File: src/rtl/eth_tx_sched_pkg.sv
`default_nettype none
// ============================================================================
// Module  : eth_tx_sched_pkg
// Brief   : Shared Ethernet scheduler types, frame-size constants and helpers.
// Rev     : 1.0
// ============================================================================
package eth_tx_sched_pkg;

  typedef enum logic [1:0] {
    IDLE = 2'd0,
    WAIT = 2'd1,
    GAP  = 2'd2
  } eth_sched_state_t;

  localparam int ETH_MIN_FRAME = 60;
  localparam int ETH_MAX_FRAME = 1514;

  // Counter/index width that never collapses to zero bits.
  function automatic int idx_width(input int v);
    return (v > 1) ? $clog2(v) : 1;
  endfunction

endpackage
`default_nettype wire

File: src/rtl/eth_tx_sched_rr_arbiter.sv
`default_nettype none
// ============================================================================
// Module  : rr_arbiter
// Brief   : Combinational round-robin pick of the first request after ptr.
// Rev     : 1.0
// ============================================================================
module rr_arbiter
  import eth_tx_sched_pkg::*;
#(
  parameter int N     = 3,
  parameter int IDX_W = idx_width(N)
) (
  input  logic [N-1:0]     req,
  input  logic [IDX_W-1:0] ptr,
  output logic [N-1:0]     winner,
  output logic [IDX_W-1:0] idx,
  output logic             valid
);

  logic [IDX_W-1:0] w_cand;

  // Scan ptr+1 .. ptr+N so the last winner has the lowest priority.
  always_comb begin
    winner = '0;
    idx    = '0;
    valid  = 1'b0;
    w_cand = '0;
    for (int i = 1; i <= N; i++) begin
      w_cand = IDX_W'((int'(ptr) + i) % N);
      if (!valid && req[w_cand]) begin
        valid          = 1'b1;
        idx            = w_cand;
        winner[w_cand] = 1'b1;
      end
    end
  end

endmodule
`default_nettype wire

File: src/rtl/eth_tx_sched.sv
`default_nettype none
// ============================================================================
// Module  : eth_tx_sched
// Brief   : Round-robin scheduler sharing the Ethernet tx engine between sources.
// Rev     : 1.0
// ============================================================================
module eth_tx_sched
  import eth_tx_sched_pkg::*;
#(
  parameter int NREQ           = 3,
  parameter int LEN_W          = 16,
  parameter int MIN_LEN        = ETH_MIN_FRAME,
  parameter int MAX_LEN        = ETH_MAX_FRAME,
  parameter int IFG_CYCLES     = 12,
  parameter int TIMEOUT_CYCLES = 4096
) (
  input  logic                  clk,
  input  logic                  reset,
  input  logic [NREQ-1:0]       req,
  input  logic [NREQ*LEN_W-1:0] req_len,
  output logic [NREQ-1:0]       grant,
  output logic [NREQ-1:0]       done,
  output logic [NREQ-1:0]       rejected,
  output logic                  tx_start,
  output logic [LEN_W-1:0]      tx_len,
  input  logic                  tx_done,
  output logic                  err_timeout,
  output logic                  err_clamp,
  output logic [15:0]           frames_sent
);

  localparam int IDX_W = idx_width(NREQ);
  localparam int WD_W  = idx_width(TIMEOUT_CYCLES);
  localparam int GAP_W = idx_width(IFG_CYCLES);

  localparam logic [LEN_W-1:0] c_min_len = LEN_W'(MIN_LEN);
  localparam logic [LEN_W-1:0] c_max_len = LEN_W'(MAX_LEN);
  localparam logic [WD_W-1:0]  c_wd_last = WD_W'(TIMEOUT_CYCLES - 1);
  localparam logic [GAP_W-1:0] c_gap_last = GAP_W'((IFG_CYCLES > 0) ? IFG_CYCLES - 1 : 0);
  localparam logic             c_has_gap = (IFG_CYCLES != 0);

  eth_sched_state_t r_state, w_state_nxt;

  logic [NREQ-1:0]  r_grant;
  logic [NREQ-1:0]  r_rejected;
  logic             r_tx_start;
  logic [LEN_W-1:0] r_tx_len;
  logic             r_err_clamp;
  logic [15:0]      r_frames;
  logic [IDX_W-1:0] r_ptr;
  logic [WD_W-1:0]  r_wd;
  logic [GAP_W-1:0] r_gap;

  logic [LEN_W-1:0] w_len [NREQ];
  logic [NREQ-1:0]  w_win;
  logic [IDX_W-1:0] w_win_idx;
  logic             w_any;
  logic [LEN_W-1:0] w_win_len;
  logic [LEN_W-1:0] w_adj_len;
  logic             w_clamp;
  logic             w_load;
  logic             w_reject;
  logic             w_finish;
  logic             w_expire;

  generate
    for (genvar gi = 0; gi < NREQ; gi++) begin : g_len
      assign w_len[gi] = req_len[gi*LEN_W +: LEN_W];
    end
  endgenerate

  rr_arbiter #(
    .N     (NREQ),
    .IDX_W (IDX_W)
  ) u_arb (
    .req    (req),
    .ptr    (r_ptr),
    .winner (w_win),
    .idx    (w_win_idx),
    .valid  (w_any)
  );

  assign w_win_len = w_len[w_win_idx];
  assign w_clamp   = (w_win_len > c_max_len);
  assign w_adj_len = (w_win_len < c_min_len) ? c_min_len :
                     (w_clamp ? c_max_len : w_win_len);

  // tx_done wins over a simultaneous watchdog expiry.
  always_comb begin
    w_state_nxt = r_state;
    w_load      = 1'b0;
    w_reject    = 1'b0;
    w_finish    = 1'b0;
    w_expire    = 1'b0;
    case (r_state)
      IDLE: begin
        if (w_any) begin
          if (w_win_len == '0) begin
            w_reject = 1'b1;
          end else begin
            w_load      = 1'b1;
            w_state_nxt = WAIT;
          end
        end
      end
      WAIT: begin
        if (tx_done) begin
          w_finish    = 1'b1;
          w_state_nxt = c_has_gap ? GAP : IDLE;
        end else if (r_wd == c_wd_last) begin
          w_expire    = 1'b1;
          w_state_nxt = c_has_gap ? GAP : IDLE;
        end
      end
      GAP: begin
        if (r_gap == c_gap_last) w_state_nxt = IDLE;
      end
      default: w_state_nxt = IDLE;
    endcase
  end

  always_ff @(posedge clk or posedge reset) begin
    if (reset) r_state <= IDLE;
    else       r_state <= w_state_nxt;
  end

  always_ff @(posedge clk or posedge reset) begin
    if (reset) begin
      r_grant     <= '0;
      r_rejected  <= '0;
      r_tx_start  <= 1'b0;
      r_tx_len    <= '0;
      r_err_clamp <= 1'b0;
      r_frames    <= '0;
      r_ptr       <= '0;
      r_wd        <= '0;
      r_gap       <= '0;
    end else begin
      r_tx_start  <= w_load;
      r_err_clamp <= w_load & w_clamp;
      r_rejected  <= w_reject ? w_win : '0;

      if (w_load) begin
        r_grant  <= w_win;
        r_tx_len <= w_adj_len;
      end else if (w_finish || w_expire) begin
        r_grant <= '0;
      end

      if (w_load || w_reject) r_ptr <= w_win_idx;
      if (w_finish)           r_frames <= r_frames + 16'd1;

      if (w_load)                r_wd <= '0;
      else if (r_state == WAIT)  r_wd <= r_wd + 1'b1;

      if (r_state == GAP) r_gap <= r_gap + 1'b1;
      else                r_gap <= '0;
    end
  end

  assign grant       = r_grant;
  assign done        = r_grant & {NREQ{tx_done}};
  assign rejected    = r_rejected;
  assign tx_start    = r_tx_start;
  assign tx_len      = r_tx_len;
  assign err_timeout = w_expire;
  assign err_clamp   = r_err_clamp;
  assign frames_sent = r_frames;

endmodule
`default_nettype wire
File: config.mk
export PLATFORM = sky130hd
export DESIGN_NAME = eth_tx_sched
export DESIGN_NICKNAME = d
export VERILOG_FILES = /design/src/rtl/eth_tx_sched_pkg.sv /design/src/rtl/eth_tx_sched_rr_arbiter.sv /design/src/rtl/eth_tx_sched.sv
export SDC_FILE = /design/constraint.sdc
export NUM_CORES = 1
export LEC_CHECK = 0
export CORE_MARGIN = 2
export CORE_UTILIZATION = 48
export DETAILED_ROUTE_END_ITERATION = 6
export GPL_TIMING_DRIVEN = 0
export PLACE_DENSITY_LB_ADDON = 0.1
export RECOVER_POWER = 25
export SYNTH_ARGS = -nofsm -noshare
export SYNTH_HDL_FRONTEND = slang
export SYNTH_SLANG_ARGS = --single-unit
File: constraint.sdc
create_clock -name clk -period 4.45 [get_ports clk]
set_clock_uncertainty 0.1 [all_clocks]
set_input_delay 1.335 -clock clk [delete_from_list [all_inputs] [get_ports clk]]
set_output_delay 1.335 -clock clk [all_outputs]
set_load 0.005 [all_outputs]
; Word level (Yosys, flattened, before mapping)
; Cells that the tools add are included.
[classes]
add_sub_neg = 6
n_div = 3
magnitude_cmp = 9
n_eq_ne = 8
mux = 49
bitwise_logic = 5
reduce_logical = 14
[op_table]
columns = cell, count
row1 = $mod A32 B3 Y32 const B, 3
row2 = $mux W16, 4
row3 = $bmux W16 S2, 1
row4 = $mux W12, 2
row5 = $mux W1, 20
row6 = $mux W3, 6
row7 = $add A16 B1 Y16 const B, 1
row8 = $gt A16 B11 Y1 const B, 1
row9 = $logic_not A16 Y1, 1
row10 = $lt A16 B6 Y1 const B, 1
row11 = $mux W2, 8
row12 = $add A12 B1 Y12 const B, 1
row13 = $eq A12 B12 Y1 const B, 1
row14 = $lt A2 B3 Y1 const B, 3
row15 = $add A2 B2 Y3 const B, 2
row16 = $bmux W1 S2, 3
row17 = $demux W1 S2, 3
row18 = $ge A2 B1 Y1 const B, 3
row19 = $or A3 B3 Y3, 2
row20 = $pmux W2 S3, 1
row21 = $logic_and A1 B1 Y1, 5
row22 = $add A4 B1 Y4 const B, 1
row23 = $eq A4 B4 Y1 const B, 1
row24 = $mux W4, 1
row25 = 15 further kinds, 19
[word_totals]
regBits = 60
input_bits = 54
output_inout_bits = 44
elab_cells = 104

; Logic depth before layout (Yosys ltp)
; Gate-level depths: netlist of run 1.
[depth]
depth_word = 20
depth_mapped = 15
mapped_depth_nobuf = 11

; By module
; From an unflattened synthesis of run 1, not the netlist that was laid out.
[unflattened]
cells_unflattened = 322
hier_area_um2 = 3280.6
[modules_own_cells]
columns = mod, instances, cells_per_inst, area_per_inst_um2, seq_area_each_um2
row1 = eth_tx_sched, 1, 281, 2982.9, 1501.4
row2 = rr_arbiter, 1, 41, 297.8, 0.0

; Worst setup path after synthesis of run 1
; OpenSTA, ideal clock, no wires.
[synth_path]
path_kind = input port to flip-flop
start = input port req[1]
end = register r_tx_len[2], in the netlist tx_len[2]
setup_time_ps = 122
t_arrival_ps = 3529
t_required_ps = 4228
setup_slack_ps = 699
stages = 10
n_path_buf = 1
cell_sequence = mux2i_2 -> o22ai_2 -> o21a_1 -> or4_1 -> a31oi_1 -> nand4_2 -> o31ai_4 -> inv_2 -> buf_2 -> o22a_1
[synth_via]
elab_chain_cells = 17
elab_cells_between_ends = 28
cone_classes = 2 x order compare / 20 x mux / 1 x bitwise / 5 x reduce/logical
[synth_rtl]
columns = element, line
row1 = start: declaration, eth_tx_sched.sv:19  ; input logic [NREQ-1:0] req,
row2 = branches (longest 17 deep; another with $bmux W16 S2), -
row3 = end signal: assignment, eth_tx_sched.sv:145  ; r_tx_len <= w_adj_len;
row4 = end: declaration, eth_tx_sched.sv:47  ; logic [LEN_W-1:0] r_tx_len;
; Parallel ways; which one is timed is not known. The select of a mux whose other input is x is not followed.
; A chain may end at the register's enable or synchronous reset.

; Worst setup path after layout of run 1
[layout_path]
start = input port req[0]
end = register r_grant[0], in the netlist grant[0]
[layout_via]
elab_chain_cells = 18
elab_cells_between_ends = 31
cone_classes = 22 x mux / 3 x bitwise / 6 x reduce/logical
[layout_rtl]
columns = element, line
row1 = $bmux W1 S2, eth_tx_sched_rr_arbiter.sv:30  ; if (!valid && req[w_cand]) begin
row2 = $mux W1 (not written as such), eth_tx_sched_rr_arbiter.sv:30
row3 = $mux W1, eth_tx_sched_rr_arbiter.sv:30
row4 = $logic_not A1 Y1, eth_tx_sched_rr_arbiter.sv:30
row5 = $logic_and A1 B1 Y1, eth_tx_sched_rr_arbiter.sv:30
row6 = $mux W1, eth_tx_sched_rr_arbiter.sv:30
row7 = $logic_not A1 Y1, eth_tx_sched_rr_arbiter.sv:30
row8 = $logic_and A1 B1 Y1, eth_tx_sched_rr_arbiter.sv:30
row9 = $mux W2, eth_tx_sched_rr_arbiter.sv:30
row10 = $not A2 Y3 (not written as such), eth_tx_sched.sv:83  ; assign w_win_len = w_len[w_win_idx];
row11 = $bmux W16 S2, eth_tx_sched.sv:83
row12 = $mux W16 (not written as such) (2 in series), eth_tx_sched.sv:83
row13 = $logic_not A16 Y1, eth_tx_sched.sv:98  ; if (w_win_len == '0) begin
row14 = $mux W1, eth_tx_sched.sv:98
row15 = $mux W1, eth_tx_sched.sv:97  ; if (w_any) begin
row16 = $mux W1, eth_tx_sched.sv:95  ; case (r_state)
row17 = $mux W3 or $reduce_bool A2 Y1 (tied branches), -
row18 = end signal: assignment, eth_tx_sched.sv:144  ; r_grant <= w_win;
row19 = end: declaration, eth_tx_sched.sv:44  ; logic [NREQ-1:0] r_grant;
; Several ways; a longest one is shown, not always the timed one. The select of a mux whose other input is x is not followed.

==> results of run 1 <==
cells in the final DEF (no fill, tap or decap), types with 3 or more instances in the layout:
master           instances
nand3b_1                 5
clkbuf_1                 6
and2_1                  11
nand4_1                  9
mux2i_1                  6
xnor2_1                 15
xor2_1                  13
o21a_1                   6
buf_4                    6
o21ai_0                 13
o21ai_2                  4
nand2_1                 26
nor3_1                   7
dfrtp_1                 60
buf_2                    7
clkdlybuf4s50_1         96
o32a_1                   3
o2bb2ai_1                4
inv_1                   11
ha_1                     7
nor2_1                  31
o211ai_1                 4
clkbuf_8                12
mux2_2                   4
nor4_1                   6
nand3_1                 15
and3_1                   7
a21oi_1                  9
nor2b_1                  4
a31o_2                   6
a211oi_1                 5
metal layers:
metal  global-route usage, %  part of all wire (%)  vias up
met5                       0                     0        -
met1                   29.90                    44     1432
met4                   7.273                   1.1        0
li1                        -                     -     1473
met3                   5.844                   7.4        9
met2                   37.05                    47      106
cells by family (layout without fill, tap and decap cells):
| logic type | count (synthesis) | in the layout |
|---|---|---|
| and+or+nand+nor | 138 | 138 |
| AOI/OAI and AO/OA | 73 | 73 |
| DFF | 60 | 60 |
| xor gates and xnor gates | 28 | 28 |
| buffers and inverters | 27 | 144 |
| muxes | 12 | 12 |
| adders and majority gates | 7 | 7 |
power by group through the flow:
stage	sequential (mW)	clock, mW	combinational, mW
4_1_cts	0.738	0.575	1.46
5_1_grt	0.752	0.597	1.65
2_1_floorplan	0.744	0	0.970
3_3_place_gp	0.744	0	1.42
6_report	0.739	0.564	1.51
3_5_place_dp	0.745	0	1.45
cell type report:
cell class	count	area, µm²	area share [%]
Clock buffer	12	165.2	3.486
Timing Repair Buffer	101	997.2	21.05
Buffer	15	76.32	1.611
Tap cell	96	120.1	2.535
Clock inverter	4	70.07	1.479
Inverter	12	45.04	0.9506
Multi-Input combinational cell	258	1763	37.21
Sequential cell	60	1501	31.69
registers in the layout (all words and copies together), names as in the netlist:
signal and flops:
frames_sent 16, r_gap 4, r_state 2, grant 3
err_clamp 1, r_wd 12, tx_len 16, tx_start 1
r_ptr 2, rejected 3
path summary, 6_finish.rpt:
check                            endpoint  depth (start not counted)  slack [ns]     start
setup / recovery                 grant[0]                         10        0.12    req[0]
hold / removal                   r_gap[0]                          1        0.36  r_gap[0]
setup reg to reg                 grant[0]                         13        0.80  r_ptr[0]
hold reg to reg                  r_gap[0]                          1        0.36  r_gap[0]
max in group asynchronous        tx_start                          3        0.63     reset
min in group asynchronous  frames_sent[2]                          2        1.60     reset
worst max-delay path, delay by kind of cell:
| kind | cells | cell delay [ns] |
|---|---|---|
| buffers and inverters | 2 | 0.68 |
| AO/OA/AOI/OAI | 4 | 1.07 |
| AND/OR/NAND/NOR | 2 | 0.71 |
| multiplexers | 2 | 0.65 |
timing repair:
| item | CTS | global route |
|---|---|---|
| gates cloned | 0 | 0 |
| pin swaps | 0 | 1 |
| setup endpoints to repair | 1 | 30 |
| buffers inserted | 0 | 3 |
| resized for setup | 1 | 3 |
==> results.sh, run 1 <==
export IMPL_fillCellCount=533
export IMPL_die_h_um=87.74
export IMPL_fin_crit_ns=4.325
export IMPL_overflow=0
export IMPL_synth_main_ff_cell="dfrtp_1"
export IMPL_htreeDepth=3
export IMPL_core_area_mm2=0.006794
export IMPL_dieArea_mm2=0.007697
export IMPL_clock_path_buffers=2
export IMPL_ys_top_cells_by_count="dfrtp_1 (60), nor2_1 (31), nand2_1 (26), nand3_1 (15), xnor2_1 (15)"
export IMPL_arrival_ns=4.45
export IMPL_max_stage_delay_ns=0.51
export IMPL_cts_tree="yes"
export IMPL_dpl_cell_area_mm2=0.004477
export IMPL_grt_pass1_wl_mm=13.72
export IMPL_wirelength_mm=8.541
export IMPL_finalHoldViolCount=0
export IMPL_synth_cells=345
export IMPL_area_growth_synth_to_final_pct=40.78
export IMPL_rows=30
export IMPL_drive_gt1_share_pct=11.47
export IMPL_drt_pass1_iterations=4
export IMPL_antenna_found_initial=0
export IMPL_power_frac_seq_pct=26.3
export IMPL_synth_fp_nets=406
export IMPL_yosysSeqAreaShare_pct=44.61
export IMPL_diodes=0
export IMPL_drtAntennaViolNets=0
export IMPL_fmax_mhz=231.2
export IMPL_p_switching_mw=1.115
export IMPL_port_buffers=97
export IMPL_synth_compound_area_share_pct=15.99
export IMPL_finish_utilization_pct=69.74
export IMPL_layout_setup_ws_ns=0.1247
export IMPL_relSlewSlack_pct=-6.562
export IMPL_status="complete, but fails checks"
export IMPL_cp_slowest_cell="clkdlybuf4s50_1"
export IMPL_pin_count=98
export IMPL_hold_buffers=0
export IMPL_holdCritPathClass="register to register"
export IMPL_dieWidth_um=87.74
export IMPL_syn_area_mm2=0.003366
export IMPL_fin_area_mm2=0.004738
export IMPL_power_density_mw_per_mm2=592.6
export IMPL_numCtsBuffers=9
export IMPL_drtIter0Drc=136
export IMPL_violations="max-capacitance violations, max-slew violations"
export IMPL_grt_max_degree=32
export IMPL_clkTransAtPathRegs_ns=0.06
export IMPL_swShare_pct=39.69
export IMPL_globalRouteTotalUtil_pct=22.75
export IMPL_vias=3020
export IMPL_yosys_area_share_simple_pct=21.71
export IMPL_critPathLaunchType="primary input"
export IMPL_muxShareOfSynthArea_pct=4.201
export IMPL_clockPowerShare_pct=20.1
export IMPL_synth_adder_area_share_pct=2.602
export IMPL_path_max_fanout=7
export IMPL_worst_ep_required_time_ns=4.57
export IMPL_max_cap_viol_count=1
export IMPL_synth_top_family_by_area="simple AND/OR/NAND/NOR gates"
export IMPL_synth_xor_xnor_area_share_pct=7.286
export IMPL_clk_latency_ns=0.33
export IMPL_finalMaxSlewViolations=32
export IMPL_synth_top_area_share_pct=44.61
export IMPL_finalSetupViolCount=0
export IMPL_avgSynthCellArea_um2=9.756
export IMPL_async_reset_ff_share_pct=100.0
export IMPL_path_cells="clkdlybuf4s50_1 -> mux2i_2 -> o22ai_2 -> o21a_1 -> or4_1 -> a31oi_1 -> nand4_2 -> o31ai_4 -> buf_4 -> mux2_2"
export IMPL_synth_area_top_cells="dfrtp_1 (45%), xnor2_1 (3.9%), nor2_1 (3.5%), xor2_1 (3.4%), nand2_1 (2.9%)"
export IMPL_p_int_mw=1.694
export IMPL_layout_cells_non_filler=558
export IMPL_cts_root_buffer="clkbuf_8"
export IMPL_drcViolationCount=0
export IMPL_start_util_pct=49.54
export IMPL_p_leak_nw=1.999
export IMPL_synth_edff_count=0
export IMPL_dp_worst_setup_slack_ns=-0.3588
export IMPL_yosysMostFrequentCell="dfrtp_1"
export IMPL_synth_area_leader_cell="dfrtp_1"
export IMPL_cts_num_sinks=60
export IMPL_ir_worst_vdd_mv=0.3802
export IMPL_p_total_mw=2.808
export IMPL_fin_crit_sh_pct=97.20
export IMPL_path_class="primary input to register"
export IMPL_wire_per_inst_um=15.31
export IMPL_tightest_slew_ns=1.598
export IMPL_final_setup_tns_ns=0
export IMPL_vias_per_cell=5.412
export IMPL_place_congestion=0.8526
export IMPL_grt_pass1_vias=2914
export IMPL_hpwl_mm=6.266
export IMPL_final_nets=518
export IMPL_yosys_warnings=0
export IMPL_dp_cells=539
export IMPL_yosys_register_bits=60
export IMPL_cp_end_kind="register"
export IMPL_yosysUniqueCellTypes=54
export IMPL_p_comb_share_pct=53.6
export IMPL_timing_hold_ws_ns=0.3557
(Power assumes the default switching activity.)
==> inputs of run 2 (changes only) <==
CORE_UTILIZATION = 50   (was 48)
DONT_BUFFER_PORTS = 1   (was unset)
SKIP_CTS_REPAIR_TIMING = 1   (was unset)
==> run 2 against run 1 <==
Against the previous run: the run now ends clean; via count is 14% lower; combinational power decreased by 20%; first-iteration DRC count grew 4.4%; critical path type unchanged; largest power group unchanged.
==> results.sh, run 2 (same netlist as run 1, synthesis figures left out) <==
export IMPL_wirelength_mm=7.477
export IMPL_finish_utilization_pct=57.10
export IMPL_worst_ep_required_time_ns=4.57
export IMPL_drtIter0Drc=142
export IMPL_layout_cells_non_filler=439
export IMPL_drcViolationCount=0
export IMPL_drtAntennaViolNets=0
export IMPL_final_setup_tns_ns=0
export IMPL_cts_tree="yes"
export IMPL_p_comb_share_pct=49.2
export IMPL_power_density_mw_per_mm2=672.2
export IMPL_start_util_pct=52.41
export IMPL_p_switching_mw=1.062
export IMPL_max_cap_viol_count=0
export IMPL_rows=29
export IMPL_diodes=0
export IMPL_area_growth_synth_to_final_pct=8.959
export IMPL_layout_common_cells="dfrtp_1 (60), nor2_1 (31), nand2_1 (26), nand3_1 (15), xnor2_1 (15)"
export IMPL_grt_max_degree=37
export IMPL_finalHoldViolCount=0
export IMPL_clockPowerShare_pct=19.7
export IMPL_critPathLaunchType="primary input"
export IMPL_drive_gt1_share_pct=12.98
export IMPL_path_class="primary input to register"
export IMPL_port_buffers=0
export IMPL_core_area_mm2=0.006422
export IMPL_hpwl_mm=5.687
export IMPL_timing_hold_ws_ns=0.3997
export IMPL_swShare_pct=43.07
export IMPL_path_cells="mux2i_2 -> o22ai_2 -> o21ai_2 -> mux2_2 -> a22oi_1 -> nand2_1 -> o31ai_4 -> inv_2 -> buf_2 -> o22a_1"
export IMPL_htreeDepth=3
export IMPL_status="finished clean"
export IMPL_drt_pass1_iterations=5
export IMPL_finalMaxSlewViolations=0
export IMPL_power_frac_seq_pct=31.0
export IMPL_relSlewSlack_pct=12.49
export IMPL_p_leak_nw=1.591
export IMPL_grt_setup_unrepaired="no"
export IMPL_vias_per_cell=5.904
export IMPL_path_max_fanout=10
export IMPL_cp_end_kind="register"
export IMPL_max_stage_delay_ns=0.40
export IMPL_ir_worst_vdd_mv=0.3145
export IMPL_tightest_slew_ns=1.311
export IMPL_die_h_um=86.05
export IMPL_numCtsBuffers=9
export IMPL_p_int_mw=1.404
export IMPL_clk_latency_ns=0.34
export IMPL_layout_commonest_cell="dfrtp_1"
export IMPL_globalRouteTotalUtil_pct=21.33
export IMPL_clkTransAtPathRegs_ns=0.07
export IMPL_grt_pass1_wl_mm=12.38
export IMPL_finalSetupViolCount=0
export IMPL_place_congestion=0.8530
export IMPL_dp_cells=423
export IMPL_cts_root_buffer="clkbuf_8"
export IMPL_fmax_mhz=260.6
export IMPL_dieArea_mm2=0.007404
export IMPL_clock_path_buffers=2
export IMPL_fin_crit_ns=3.837
export IMPL_cp_slowest_cell="o21ai_2"
export IMPL_final_nets=418
export IMPL_wire_per_inst_um=17.03
export IMPL_arrival_ns=3.96
export IMPL_overflow=0
export IMPL_pin_count=98
export IMPL_holdCritPathClass="register to register"
export IMPL_vias=2592
export IMPL_grt_pass1_vias=2510
export IMPL_antenna_found_initial=0
export IMPL_cts_num_sinks=60
export IMPL_fin_crit_sh_pct=86.22
export IMPL_dieWidth_um=86.05
[run 2: critical path, delay by kind of cell]
family	cells	cell delay (ns)
buffers and inverters	2	0.25
multiplexers	2	0.66
AND/OR/NAND/NOR	1	0.20
AO/OA/AOI/OAI	5	1.52
[run 2: path summary, 6_finish.rpt]
check	startpoint	endpoint	slack [ns]	cells after the start
worst max-delay path	req[1]	tx_len[4]	0.61	10
worst min-delay path	frames_sent[15]	frames_sent[15]	0.40	1
worst max register to register	r_ptr[0]	tx_len[4]	0.72	12
worst min register to register	frames_sent[15]	frames_sent[15]	0.40	1
max in group asynchronous	reset	rejected[2]	1.28	2
min in group asynchronous	reset	tx_len[12]	1.15	1
[run 2: through the flow]
step                area (µm²)  power (mW)  worst slack [ns]
floorplan                 3366       1.714            0.6992
global placement          3462       1.968            0.2743
detailed placement        3482       1.990            0.2409
CTS                       3684       2.488            0.6205
global route              3667       2.669            0.3853
finish                    3667       2.465            0.6134
[run 2: layer usage]
metal	vias to the layer above	routed length, µm	GRT usage (%)
met3	13	614	7.892
met2	96	3397	32.35
li1	1270	-	-
met5	-	0	0
met4	0	125	7.937
met1	1213	3339	28.01
[run 2: layout make-up]
class                   count  area, µm²
plain buffers              15      76.32
inverters                  12      45.04
fillers                   581       2755
clock inverters             6      63.81
flip-flops and latches     60       1501
multi-input cells         258       1743
clock buffers              10      137.6
well taps                  77      96.34
repair buffers              1      3.754
[run 2: power by group through the flow]
| stage | Clock [mW] | Combinational, mW | Sequential, mW |
|---|---|---|---|
| after CTS | 0.503 | 1.22 | 0.767 |
| final | 0.487 | 1.21 | 0.765 |
| after detailed placement | 0 | 1.21 | 0.776 |
| after global routing | 0.529 | 1.36 | 0.779 |
| after global placement | 0 | 1.19 | 0.773 |
| after floorplan | 0 | 0.970 | 0.744 |
